File: src/rtl/lcd_field_drive.sv
// HD44780 8-bit write-only driver: power-on init, then renders NCH channels of DIGITS hex digits.
// Optional build macro LCD_LEADING_ZERO_BLANK_EN blanks leading zero digits within each channel.
module lcd_field_drive #(
    parameter int unsigned NCH     = 3,
    parameter int unsigned DIGITS  = 5,
    parameter int unsigned T_PWRON = 2000000,
    parameter int unsigned T_EN    = 50,
    parameter int unsigned T_CMD   = 5000,
    parameter int unsigned T_CLR   = 200000
) (
    input  logic                    CLK,
    input  logic                    RST,
    input  logic [NCH*4*DIGITS-1:0] VAL,
    input  logic                    VAL_STB,
    output logic [3:0]              STATE,
    output logic [10:0]             CTRL,
    output logic                    BUSY,
    output logic                    DONE
);

    localparam int unsigned CHB  = 4 * DIGITS;
    localparam int unsigned VW   = NCH * CHB;
    localparam int unsigned TM1  = (T_PWRON > T_CMD) ? T_PWRON : T_CMD;
    localparam int unsigned TM2  = (TM1 > T_CLR) ? TM1 : T_CLR;
    localparam int unsigned TMAX = (TM2 > T_EN) ? TM2 : T_EN;
    localparam int unsigned CW   = $clog2(TMAX + 1);
    localparam int unsigned NW   = (NCH > 1) ? $clog2(NCH) : 1;
    localparam int unsigned DW   = (DIGITS > 1) ? $clog2(DIGITS) : 1;

    typedef enum logic [3:0] {
        ST_PWRON = 4'd0,
        ST_FUNC  = 4'd1,
        ST_DISP  = 4'd2,
        ST_CLR   = 4'd3,
        ST_ENTRY = 4'd4,
        ST_IDLE  = 4'd8,
        ST_ADDR  = 4'd9,
        ST_DATA  = 4'd10,
        ST_NEXT  = 4'd11
    } state_t;

    typedef enum logic [1:0] {
        PH_SETUP  = 2'd0,
        PH_STROBE = 2'd1,
        PH_HOLD   = 2'd2
    } phase_t;

    state_t          state_q, state_d;
    phase_t          phase_q, phase_d;
    logic [CW-1:0]   cnt_q, cnt_d;
    logic [NW-1:0]   ch_q, ch_d;
    logic [DW-1:0]   dig_q, dig_d;
    logic [VW-1:0]   shadow_q, shadow_d;
    logic [VW-1:0]   disp_q, disp_d;
    logic            pend_q, pend_d;
    logic            rs_q, rs_d;
    logic            e_q, e_d;
    logic [7:0]      db_q, db_d;
    logic            busy_q, busy_d;
    logic            done_q, done_d;

    logic            xfer_done;
    logic [CW-1:0]   hold_last;
    logic [CHB-1:0]  chan_v;
    logic [3:0]      nib;
    logic [3:0]      nib_cur;
    logic [7:0]      ascii;
    logic [7:0]      addr_cmd;
`ifdef LCD_LEADING_ZERO_BLANK_EN
    logic            seen_nz;
`endif

    always_ff @(posedge CLK or posedge RST) begin
        if (RST) begin
            state_q  <= ST_PWRON;
            phase_q  <= PH_SETUP;
            cnt_q    <= '0;
            ch_q     <= '0;
            dig_q    <= '0;
            shadow_q <= '0;
            disp_q   <= '0;
            pend_q   <= 1'b0;
            rs_q     <= 1'b0;
            e_q      <= 1'b0;
            db_q     <= '0;
            busy_q   <= 1'b1;
            done_q   <= 1'b0;
        end else begin
            state_q  <= state_d;
            phase_q  <= phase_d;
            cnt_q    <= cnt_d;
            ch_q     <= ch_d;
            dig_q    <= dig_d;
            shadow_q <= shadow_d;
            disp_q   <= disp_d;
            pend_q   <= pend_d;
            rs_q     <= rs_d;
            e_q      <= e_d;
            db_q     <= db_d;
            busy_q   <= busy_d;
            done_q   <= done_d;
        end
    end

    // Main sequencing: power-on wait, transfer phases, refresh walk over channels/digits.
    always_comb begin
        state_d   = state_q;
        phase_d   = phase_q;
        cnt_d     = cnt_q;
        ch_d      = ch_q;
        dig_d     = dig_q;
        shadow_d  = shadow_q;
        disp_d    = disp_q;
        pend_d    = pend_q;
        done_d    = 1'b0;
        xfer_done = 1'b0;
        hold_last = (state_q == ST_CLR) ? CW'(T_CLR - 1) : CW'(T_CMD - 1);

        case (state_q)
            ST_PWRON: begin
                if (cnt_q == CW'(T_PWRON - 1)) begin
                    state_d = ST_FUNC;
                    phase_d = PH_SETUP;
                    cnt_d   = '0;
                end else begin
                    cnt_d = cnt_q + CW'(1);
                end
            end
            ST_IDLE: begin
                if (pend_q) begin
                    disp_d  = shadow_q;
                    pend_d  = 1'b0;
                    ch_d    = '0;
                    dig_d   = '0;
                    state_d = ST_ADDR;
                    phase_d = PH_SETUP;
                    cnt_d   = '0;
                end
            end
            ST_NEXT: begin
                if (ch_q == NW'(NCH - 1)) begin
                    done_d  = 1'b1;
                    state_d = ST_IDLE;
                end else begin
                    ch_d    = ch_q + NW'(1);
                    state_d = ST_ADDR;
                    phase_d = PH_SETUP;
                end
            end
            default: begin
                case (phase_q)
                    PH_SETUP: begin
                        phase_d = PH_STROBE;
                        cnt_d   = '0;
                    end
                    PH_STROBE: begin
                        if (cnt_q == CW'(T_EN - 1)) begin
                            phase_d = PH_HOLD;
                            cnt_d   = '0;
                        end else begin
                            cnt_d = cnt_q + CW'(1);
                        end
                    end
                    PH_HOLD: begin
                        if (cnt_q == hold_last) begin
                            xfer_done = 1'b1;
                            cnt_d     = '0;
                        end else begin
                            cnt_d = cnt_q + CW'(1);
                        end
                    end
                    default: phase_d = PH_SETUP;
                endcase
            end
        endcase

        if (xfer_done) begin
            phase_d = PH_SETUP;
            case (state_q)
                ST_FUNC:  state_d = ST_DISP;
                ST_DISP:  state_d = ST_CLR;
                ST_CLR:   state_d = ST_ENTRY;
                ST_ENTRY: state_d = ST_IDLE;
                ST_ADDR: begin
                    state_d = ST_DATA;
                    dig_d   = '0;
                end
                ST_DATA: begin
                    if (dig_q == DW'(DIGITS - 1)) begin
                        state_d = ST_NEXT;
                    end else begin
                        dig_d = dig_q + DW'(1);
                    end
                end
                default: state_d = state_q;
            endcase
        end

        // Latest strobe wins; overrides the pending clear taken in IDLE the same cycle.
        if (VAL_STB) begin
            shadow_d = VAL;
            pend_d   = 1'b1;
        end
    end

    // Pin values for the next cycle, derived from the next state so RS/DB lead E by the setup cycle.
    always_comb begin
        chan_v  = '0;
        nib     = '0;
        nib_cur = '0;
`ifdef LCD_LEADING_ZERO_BLANK_EN
        seen_nz = 1'b0;
`endif
        for (int i = 0; i < NCH; i++) begin
            if (ch_d == NW'(i)) chan_v = disp_d[i*CHB +: CHB];
        end
        for (int j = 0; j < DIGITS; j++) begin
            nib_cur = chan_v[(DIGITS-1-j)*4 +: 4];
            if (DW'(j) == dig_d) nib = nib_cur;
`ifdef LCD_LEADING_ZERO_BLANK_EN
            if ((DW'(j) <= dig_d) && (nib_cur != 4'd0)) seen_nz = 1'b1;
`endif
        end
        ascii = (nib < 4'd10) ? (8'h30 + {4'h0, nib}) : (8'h37 + {4'h0, nib});
`ifdef LCD_LEADING_ZERO_BLANK_EN
        if (!seen_nz && (dig_d != DW'(DIGITS - 1))) ascii = 8'h20;
`endif
        addr_cmd = 8'h80 | 8'(32'(ch_d[0]) * 64 + 32'(ch_d >> 1) * (DIGITS + 1));

        rs_d = 1'b0;
        case (state_d)
            ST_FUNC:  db_d = 8'h38;
            ST_DISP:  db_d = 8'h0C;
            ST_CLR:   db_d = 8'h01;
            ST_ENTRY: db_d = 8'h06;
            ST_ADDR:  db_d = addr_cmd;
            ST_DATA: begin
                db_d = ascii;
                rs_d = 1'b1;
            end
            default:  db_d = 8'h00;
        endcase
        e_d    = (phase_d == PH_STROBE);
        busy_d = (state_d != ST_IDLE);
    end

    assign STATE = state_q;
    assign CTRL  = {rs_q, 1'b0, e_q, db_q};
    assign BUSY  = busy_q;
    assign DONE  = done_q;

endmodule

File: config.mk
export PLATFORM = sky130hd
export DESIGN_NAME = lcd_field_drive
export DESIGN_NICKNAME = d
export VERILOG_FILES = /design/src/rtl/lcd_field_drive.sv
export SDC_FILE = /design/constraint.sdc
export NUM_CORES = 1
export LEC_CHECK = 0
export BUFFER_PORTS_ARGS = -buffer_cell sky130_fd_sc_hd__clkbuf_2
export CORE_MARGIN = 1.5
export CORE_UTILIZATION = 45
export DETAILED_ROUTE_END_ITERATION = 12
export PLACE_DENSITY = 0.66
export SYNTH_ARGS = -nofsm -noshare
export SYNTH_HDL_FRONTEND = slang
export SYNTH_SLANG_ARGS = --single-unit
File: constraint.sdc
create_clock -name CLK -period 4.5 [get_ports CLK]
set_input_delay 0.45 -clock CLK [delete_from_list [all_inputs] [get_ports CLK]]
set_output_delay 0.45 -clock CLK [all_outputs]
set_load 0.005 [all_outputs]
==> impl_metrics.toml, run 1 <==
[outcome]
status = "completed"

[worst_setup_path]
criticalPathCategory = "reg -> reg"
crit_required_ns = 4.81
critPathTopFamily = "compound AO/OA/AOI/OAI gates"
setup.worst_path.start_class = "register"
crit_path_end_kind = "register"
path_buf_inv = 2
worstPathMaxFanout = 20
crit_chain = "inv_1, nand2_1, nand2_1, o2bb2ai_2, nand2b_1, o22ai_1, o22ai_1, ha_1, inv_1, a21o_1, a32o_1"
cpPeakStageDelay_ns = 0.70
crit_slowest_cell = "dfrtp_1"
cp.arrival_ns = 4.26

[yosys]
synth_nets = 770
synthSimpleGateAreaFrac_pct = 13.5
ys_types = 76
netlist_instances = 696
synth_top_family_by_area = "multiplexers"
synthMuxAreaShare_pct = 17.1
async_reset_ff_share_pct = 100
ys.flop_type = "dfrtp_1"
ys_seq_elements = 165
synth_fa_ha_area_share_pct = 1.74
synth_compound_area_share_pct = 10.9
syn_area_sq_um = 7930
synth_xor_area_share_pct = 1.22
syn_avg_cell_area_sq_um = 11.4
yosysWarnings = 0
synth-edff-count = 0
synth_seq_area_share_pct = 52.1

[clocking]
clock_tree.buffer_depth = 2
cts_resized = 0
cts.root.buffer_cell = "clkbuf_16"
cts.sinks = 165
postCtsSetupBuffers = 0
hold_buffers = 0
cts_made_buffers = 17
cts_tree = "built"
clk_pin_slew_ns = 0.07
clk_latency_ns = 0.43
h-tree-depth = 4

[power_and_ir_drop]
clkPwrFrac_pct = 46.8
p_leak_nw = 4.38
seq_power_share_pct = 49.3
p_switching_w = 0.000730
ir_drop_mv = 0.275
p_int_w = 0.00246
sw_frac_of_total_pct = 22.9
p_per_area_nw_per_um2 = 349
p_comb_share_pct = 4.0

[finish]
finalNetCount = 841
final_area_sq_um = 9130
antenna_cells = 0
regArea_sq_um = 4130
utilization_pct = 53.0
final_layout_size_suffix_gt1_share_pct = 32.3
fin_cells = 1005
multi_input_area_sq_um = 3530
fillers = 1477
syn_to_final_growth_pct = 15.1

[die]
die_area_sq_um = 18400
die_w_um = 136
io_pins = 80
start_util_pct = 46.0
std_cell_rows = 48
coreArea_sq_um = 17200
fp.dieH_um = 136

[placement]
dp.cells = 973
place_ws_ns = 0.609
post_dp_cell_area_sq_um = 8520
port_buffers = 78
gp_congestion = 0.842
dp_hpwl_mm = 12.3

[routing]
drtPass1Iterations = 5
viasPerCell = 5.52
ant_nets = 0
route.detailed.drc = 0
drtIter0Drc = 396
drt_wl_total_mm = 17.4
post_drt_wl_per_cell_um = 17.3
vias = 5550

[grt]
grt_pass1_vias = 5576
antenna_found_initial = 0
grt_pass1_wl_mm = 29.1
gr-total-overflow = 0
grt_max_degree = 117
grt_usage_pct = 20.4

[sta]
slew_headroom_pct = 27.6
rsz0062_at_grt = "no"
fmax_mhz = 253
final.setup.worst_slack_ns = 0.547
hold_viol = 0
final-max-slew-violation-count = 0
setup_viol = 0
fin_setup_tns_ns = 0
tightest_slew_ns = 1.08
finalCritPeriodShare_pct = 87.8
min_period_ns = 3.95
clock_skew_ns = 0.0116

[run]
maxCapViolCount = 0

[worst_hold_path]
hp-class = "in -> async"
==> area by class of cell <==
cell class | instances | share of cell area, %
timing repair buffer | 88 | 5.24
multi-input combinational | 470 | 38.7
clock inverter | 13 | 1.77
clock buffer | 19 | 4.85
tap | 225 | 3.08
sequential | 165 | 45.3
inverter | 25 | 1.08
==> layer usage <==
metal  part of all wire (%)  routed length [um]  up-vias  global-route usage, %
li1                       -                   -     2633                      -
met1                     47                8150     2732                   28.1
met2                     47                8170      159                   32.3
met3                    4.6                 793       26                   4.23
met4                    1.7                 291        0                   6.57
met5                      0                   0        -                      0
==> cells by family (layout without fill, tap and decap cells) <==
| family | Yosys count | after routing |
|---|---|---|
| buffers and inverters | 61 | 145 |
| DFF | 165 | 165 |
| xor gates and xnor gates | 11 | 11 |
| other | 1 | 1 |
| and+or+nand+nor | 214 | 214 |
| muxes | 121 | 121 |
| adders and majority gates | 11 | 11 |
| AOI/OAI and AO/OA | 112 | 112 |
==> flip-flops by register name (all words and copies together), names as in the netlist <==
signal,cells
pend_q,1
BUSY,1
STATE,4
phase_q,2
DONE,1
e_q,1
dig_q,3
shadow_q,60
rs_q,1
disp_q,60
ch_q,2
db_q,8
cnt_q,21
==> worst reg2reg max path, cell delays in order (launching register included) <==
cell and delay [ns]:
dfrtp_1 0.70, inv_1 0.28, nand2_1 0.57, nand2_1 0.14, o2bb2ai_2 0.65, nand2b_1 0.23
o22ai_1 0.10, o22ai_1 0.41, ha_1 0.29, inv_1 0.05, a21o_1 0.17, a32o_1 0.25
==> synthesized netlist by cell type (all sizes together) (6+ instances only) <==
cell / count / area share (%)
nor2: 35 / 1.7
ha: 11 / 1.7
mux2i: 12 / 1.5
a21oi: 10 / 0.63
and2: 7 / 0.55
inv: 24 / 1.1
o21ai: 26 / 1.6
mux2: 109 / 16
buf: 18 / 1.3
a2bb2oi: 10 / 1.1
dfrtp: 164 / 52
xor2: 6 / 0.66
nor3: 6 / 0.38
nand2b: 8 / 0.63
o211ai: 7 / 0.73
clkbuf: 18 / 0.85
o31ai: 6 / 0.57
and3: 10 / 0.79
nand4: 10 / 0.79
nand2: 92 / 4.4
nand3: 14 / 1.1
==> cell usage in the layout (no fill, tap or decap), types with 4 or more instances in the layout <==
cell       count
a22oi_1        4
o21ai_0       26
a221oi_1       4
a31oi_1        5
or2_2          5
dfrtp_1      164
nor2_1        33
and3_1        10
or3_1          4
clkbuf_16     17
o211ai_1       6
inv_6          4
nand3_1       12
nand2_1       91
nor3_1         6
ha_1          11
nand4_1       10
xor2_1         6
nor2b_1        5
mux2i_1       12
xnor2_1        5
inv_1         23
buf_4          9
o31ai_1        6
clkbuf_2      78
a21oi_1       10
nand2b_1       8
a2bb2oi_1     10
and2_1         6
mux2_2       107
==> through the flow <==
stage               power, W  hold slack [ns]
floorplan            0.00167            0.441
global placement     0.00172            0.463
detailed placement   0.00173            0.472
CTS                  0.00322            0.235
global route         0.00331            0.237
finish               0.00319            0.246
==> worst paths after layout <==
path | slack, ns | start | endpoint | cells past startpoint
worst max-delay path | 0.55 | STATE[0] | db_q[6] | 11
worst min-delay path | 0.25 | RST | shadow_q[46] | 2
worst max register to register | 0.55 | STATE[0] | db_q[6] | 11
min in group CLK | 0.25 | VAL[41] | shadow_q[41] | 2
max in group asynchronous | 3.12 | RST | db_q[3] | 3
worst min register to register | 0.48 | disp_q[21] | disp_q[21] | 2
==> power groups by stage <==
stage	Combinational (W)	Clock [W]	Sequential [W]
detailed placement	0.000132	0	0.00160
floorplan	0.0000881	0	0.00158
global placement	0.000127	0	0.00160
CTS	0.000132	0.00152	0.00157
finish	0.000127	0.00149	0.00157
global route	0.000144	0.00159	0.00158
Note: power is estimated with default switching activity, not from simulation.
==> run 2, diff against run 1 <==
--- a/config.mk
+++ b/config.mk
@@ -9,7 +9,8 @@
 export CORE_MARGIN = 1.5
 export CORE_UTILIZATION = 45
 export DETAILED_ROUTE_END_ITERATION = 12
-export PLACE_DENSITY = 0.66
+export PLACE_DENSITY = 0.64
 export SYNTH_ARGS = -nofsm -noshare
 export SYNTH_HDL_FRONTEND = slang
 export SYNTH_SLANG_ARGS = --single-unit
+export TNS_END_PERCENT = 1
==> impl_metrics.toml, run 2 (synthesis results as in run 1) <==
[outcome]
status = "completed"

[clocking]
h-tree-depth = 4
cts_tree = "built"
clk_pin_slew_ns = 0.07
cts.sinks = 165
cts.root.buffer_cell = "clkbuf_16"
cts_made_buffers = 17
cts_resized = 0
clock_tree.buffer_depth = 2
clk_latency_ns = 0.43
postCtsSetupBuffers = 0
hold_buffers = 0

[worst_hold_path]
hp-class = "in -> async"

[grt]
grt_usage_pct = 20.2
grt_pass1_wl_mm = 28.9
grt_max_degree = 132
antenna_found_initial = 0
gr-total-overflow = 0
grt_pass1_vias = 5606

[worst_setup_path]
setup.worst_path.start_class = "register"
cpPeakStageDelay_ns = 0.77
critical_path_depth = 11
critPathMostFrequentCell = "o22ai_1"
path_buf_inv = 1
criticalPathCategory = "reg -> reg"
worstPathMaxFanout = 24
crit_slowest_cell = "dfrtp_1"
crit_required_ns = 4.81
cp.arrival_ns = 4.30
crit_path_end_kind = "register"
crit_chain = "nand4bb_1, or4b_4, a21oi_1, o2bb2ai_2, nand2b_1, o22ai_1, o22ai_1, ha_1, inv_1, a21o_1, a32o_1"
reg2reg_depth = 11
critPathTopFamily = "compound AO/OA/AOI/OAI gates"

[finish]
antenna_cells = 0
final_common_cell = "dfrtp_1"
final_area_sq_um = 9090
syn_to_final_growth_pct = 14.7
final_cell_mix = "dfrtp_1, mux2_2, nand2_1"
largest_registers = "disp_q x60, shadow_q x60, cnt_q x21"
finalNetCount = 840
final_layout_size_suffix_gt1_share_pct = 32.2
fillers = 1520

[placement]
gp_congestion = 0.835
post_dp_cell_area_sq_um = 8520
dp_hpwl_mm = 12.4
port_buffers = 78

[routing]
viasPerCell = 5.52
route.detailed.drc = 0
post_drt_wl_per_cell_um = 17.6
drtIter0Drc = 455
drt_wl_total_mm = 17.6
ant_nets = 0
vias = 5540
drtPass1Iterations = 5

[power_and_ir_drop]
p_per_area_nw_per_um2 = 346
p_leak_nw = 4.37
ir_drop_mv = 0.235

[sta]
fmax_mhz = 251
clock_skew_ns = 0.0136
rsz0062_at_grt = "no"
finalCritPeriodShare_pct = 88.6
tightest_slew_ns = 0.872
final-max-slew-violation-count = 0
slew_headroom_pct = 41.4
hold_viol = 0
fin_setup_tns_ns = 0
setup_viol = 0
min_period_ns = 3.99

[die]
coreArea_sq_um = 17200
die_area_sq_um = 18400
io_pins = 80
fp.dieH_um = 136
start_util_pct = 46.0
std_cell_rows = 48
die_w_um = 136

[run]
maxCapViolCount = 0
run 2: layout make-up:
type                    instances  area (sq um)  area share (%)
clock inverters                13           136            1.50
flip-flops and latches        165          4130            45.4
inverters                      25          98.8            1.09
well taps                     225           282            3.10
multi-input cells             470          3530            38.9
clock buffers                  19           443            4.87
repair buffers                 87           470            5.17
run 2: final timing paths:
kind	startpoint	endpoint	slack [ns]
max	STATE[1]	db_q[6]	0.51
min	RST	cnt_q[15]	0.15
max reg2reg	STATE[1]	db_q[6]	0.51
min reg2reg	disp_q[55]	disp_q[55]	0.49
max in group asynchronous	RST	STATE[0]	3.19
min in group CLK	VAL[49]	shadow_q[49]	0.25
run 2: worst reg2reg max path, delay by kind of cell (launching register included):
family | cells | cell delay [ns]
AOI/OAI and AO/OA | 6 | 1.70
adders and majority gates | 1 | 0.28
buffers and inverters | 1 | 0.06
DFF | 1 | 0.77
and+or+nand+nor | 3 | 1.10
run 2: layer usage:
layer	GRT usage, %	up-vias	share of wire (%)
met2	32.5	138	48
li1	-	2626	-
met4	5.97	0	1.6
met3	4.64	18	5.2
met5	0	-	0
met1	27.2	2758	46
run 2: metrics by stage:
step / hold slack [ns] / setup slack, ns / utilization [%] / total power (W) / instances
after floorplan: 0.441 / 1.17 / - / 0.00167 / 696
after global placement: 0.466 / 0.727 / 49.4 / 0.00172 / 972
after detailed placement: 0.464 / 0.597 / 49.4 / 0.00173 / 972
after CTS: 0.171 / 0.557 / 52.8 / 0.00318 / 1004
after global routing: 0.210 / 0.309 / 52.8 / 0.00326 / 1004
final: 0.152 / 0.512 / 52.8 / 0.00314 / 1004
run 2: power breakdown:
part	leakage [nW]	total [W]	switching (W)	internal, W
Combinational	1.94	0.000128	0.0000585	0.0000694
Clock	0.281	0.00144	0.000647	0.000796
Sequential	2.15	0.00157	0.0000347	0.00154
==> run 3, diff against run 2 <==
--- a/config.mk
+++ b/config.mk
@@ -5,11 +5,12 @@
 export SDC_FILE = /design/constraint.sdc
 export NUM_CORES = 1
 export LEC_CHECK = 0
+export ABC_AREA = 1
 export BUFFER_PORTS_ARGS = -buffer_cell sky130_fd_sc_hd__clkbuf_2
 export CORE_MARGIN = 1.5
 export CORE_UTILIZATION = 45
 export DETAILED_ROUTE_END_ITERATION = 12
-export PLACE_DENSITY = 0.64
+export PLACE_DENSITY = 0.66
 export SYNTH_ARGS = -nofsm -noshare
 export SYNTH_HDL_FRONTEND = slang
 export SYNTH_SLANG_ARGS = --single-unit
==> impl_metrics.toml, run 3 <==
[yosys]
synth-edff-count = 0
syn_avg_cell_area_sq_um = 7.80
synth_top_area_cell = "dfrtp_1"
yosysWarnings = 0
ys_types = 45
async_reset_ff_share_pct = 100
synthTopCellsByArea = "dfrtp_1, nand2_1, o21ai_0, inv_1, nand3_1"
netlist_instances = 1037
syn_area_sq_um = 8090
synth_commonest_cells = "nand2_1, dfrtp_1, inv_1, o21ai_0, nand3_1"
synth_seq_area_share_pct = 51.1
post-synth-top-count-cell = "nand2_1"
synth_nets = 1111
ys.flop_type = "dfrtp_1"
netlist.area_leader.share_pct = 50.8
ys_seq_elements = 165

[power_and_ir_drop]
sw_frac_of_total_pct = 24.1
ir_drop_mv = 0.257
p_per_area_nw_per_um2 = 343
p_leak_nw = 4.94
p_comb_share_pct = 4.2
p_switching_w = 0.000768
clkPwrFrac_pct = 47.3
p_int_w = 0.00242
seq_power_share_pct = 48.5

[die]
fp.dieH_um = 137
io_pins = 80
coreArea_sq_um = 17400
start_util_pct = 46.4
std_cell_rows = 48
die_w_um = 137
die_area_sq_um = 18800

[worst_setup_path]
worstPathMaxFanout = 56
crit_required_ns = 4.82
criticalPathCategory = "reg -> reg"
cp.arrival_ns = 3.66
crit_path_end_kind = "register"
setup.worst_path.start_class = "register"
critPathMostFrequentCell = "nand2_1"
crit_slowest_cell = "nand3_4"
path_buf_inv = 4
critPathTopFamily = "simple AND/OR/NAND/NOR gates"
crit_chain = "nor2_2, nand3_4, buf_4, inv_2, nand2_1, o21ai_0, nor2_1, nor2_1, inv_1, nand4_1, nand2_1, o21bai_2, ha_1, inv_1, o21ai_1, nand2_1, nand2_1, nand2_1"
cpPeakStageDelay_ns = 0.46

[routing]
top_layer_used = "met4"
dr_wl_met3_um = 783
drt_wl_total_mm = 18.0
post_drt_wl_per_cell_um = 13.4
wl_met2_mm = 8.18
route.detailed.drc = 0
viasPerCell = 4.94
ant_nets = 0
drtPass1Iterations = 5
drtIter0Drc = 517
m1WireLength_mm = 8.53
vias = 6639

[clocking]
hold_buffers = 0
cts.sinks = 165
cts_made_buffers = 17
h-tree-depth = 4
cts.root.buffer_cell = "clkbuf_16"
cts_resized = 0
cts_tree = "built"
clock_tree.buffer_depth = 2
clk_latency_ns = 0.43
postCtsSetupBuffers = 0
clk_pin_slew_ns = 0.07

[placement]
dp.cells = 1312
gp_congestion = 0.889
place_ws_ns = 1.22
dp_hpwl_mm = 12.8
post_dp_cell_area_sq_um = 8660
port_buffers = 78

[grt]
gr-total-overflow = 0
antenna_found_initial = 0
grt_max_degree = 166
grt_pass1_wl_mm = 30.7
grt_usage_pct = 21.1
grt_pass1_vias = 6403

[finish]
final_cell_mix = "nand2_1, dfrtp_1, inv_1"
largest_registers = "disp_q x60, shadow_q x60, cnt_q x21"
fin_cells = 1344
finalNetCount = 1180
multi_input_area_sq_um = 3220
fillers = 1686
antenna_cells = 0
final_common_cell = "nand2_1"
regArea_sq_um = 4130
syn_to_final_growth_pct = 14.7
final_area_sq_um = 9270
final_layout_size_suffix_gt1_share_pct = 14.3

[sta]
final-max-slew-violation-count = 0
slew_headroom_pct = 40.0
clock_skew_ns = 0.0105
tightest_slew_ns = 0.900
min_period_ns = 3.34
rsz0062_at_grt = "no"
final.setup.worst_slack_ns = 1.16
finalCritPeriodShare_pct = 74.3
fin_setup_tns_ns = 0
hold_viol = 0
setup_viol = 0
fmax_mhz = 299

[worst_hold_path]
hp-class = "in -> reg"

[run]
maxCapViolCount = 0

[outcome]
status = "completed"
## run 3: cell count changes after synthesis, sizes merged, moves of 7 or more
cell and change:
o21ai +108, and2 -7, nand3 +66, nand2 +234, nand2b -8, nor2 +45, inv +125, mux2i -12
a2bb2oi -10, and3 -10, mux2 -109
## run 3: worst paths after layout
path	cells after the start	slack, ns	end	from
min reg2reg	2	0.48	shadow_q[26]	shadow_q[26]
min	3	0.21	shadow_q[17]	VAL[17]
max	18	1.16	db_q[2]	STATE[0]
min in group asynchronous	3	0.23	cnt_q[12]	RST
max in group asynchronous	3	3.58	rs_q	RST
max reg2reg	18	1.16	db_q[2]	STATE[0]
## run 3: final cells by class
type,count,area share [%]
Inverter,150,6.14
Tap cell,225,3.04
Clock buffer,17,4.59
Sequential cell,165,44.5
Clock inverter,15,2.00
Timing Repair Buffer,85,4.91
Multi-Input combinational cell,687,34.8
## run 3: metrics by stage
stage / utilization (%) / hold slack (ns) / power (W)
6_report: 53.2 / 0.214 / 0.00318
4_1_cts: 53.2 / 0.194 / 0.00323
3_5_place_dp: 49.7 / 0.463 / 0.00171
3_3_place_gp: 49.7 / 0.459 / 0.00171
5_1_grt: 53.2 / 0.216 / 0.00331
2_1_floorplan: - / 0.440 / 0.00165
## run 3: worst reg2reg max path: stages, from the launching register on
cell,delay (ns)
dfrtp_1,0.45
nor2_2,0.34
nand3_4,0.46
buf_4,0.39
inv_2,0.23
nand2_1,0.08
o21ai_0,0.11
nor2_1,0.08
nor2_1,0.14
inv_1,0.05
nand4_1,0.08
nand2_1,0.08
o21bai_2,0.20
ha_1,0.19
inv_1,0.06
o21ai_1,0.13
nand2_1,0.06
nand2_1,0.06
nand2_1,0.05
## run 3: power groups by stage
stage | clock network [W] | logic, W | registers (W)
global route | 0.00160 | 0.000160 | 0.00155
finish | 0.00151 | 0.000134 | 0.00154
floorplan | 0 | 0.0000811 | 0.00157
CTS | 0.00155 | 0.000139 | 0.00154
detailed placement | 0 | 0.000139 | 0.00157
global placement | 0 | 0.000136 | 0.00157
## run 3: per-layer routing
metal  vias to the layer above  global-route usage (%)
met4                         0                    9.59
met5                         -                       0
met3                        31                    4.30
li1                       3406                       -
met2                       135                    32.3
met1                      3067                    28.8
## run 3: cell families after synthesis
family / after synthesis / synth area share [%]
xor+xnor: 2 / 0.217
fa+ha+maj: 11 / 1.70
flops: 165 / 51.1
buf+inv: 185 / 9.04
other cells: 1 / 0.0464
compound gates: 157 / 10.3
simple gates: 516 / 27.6
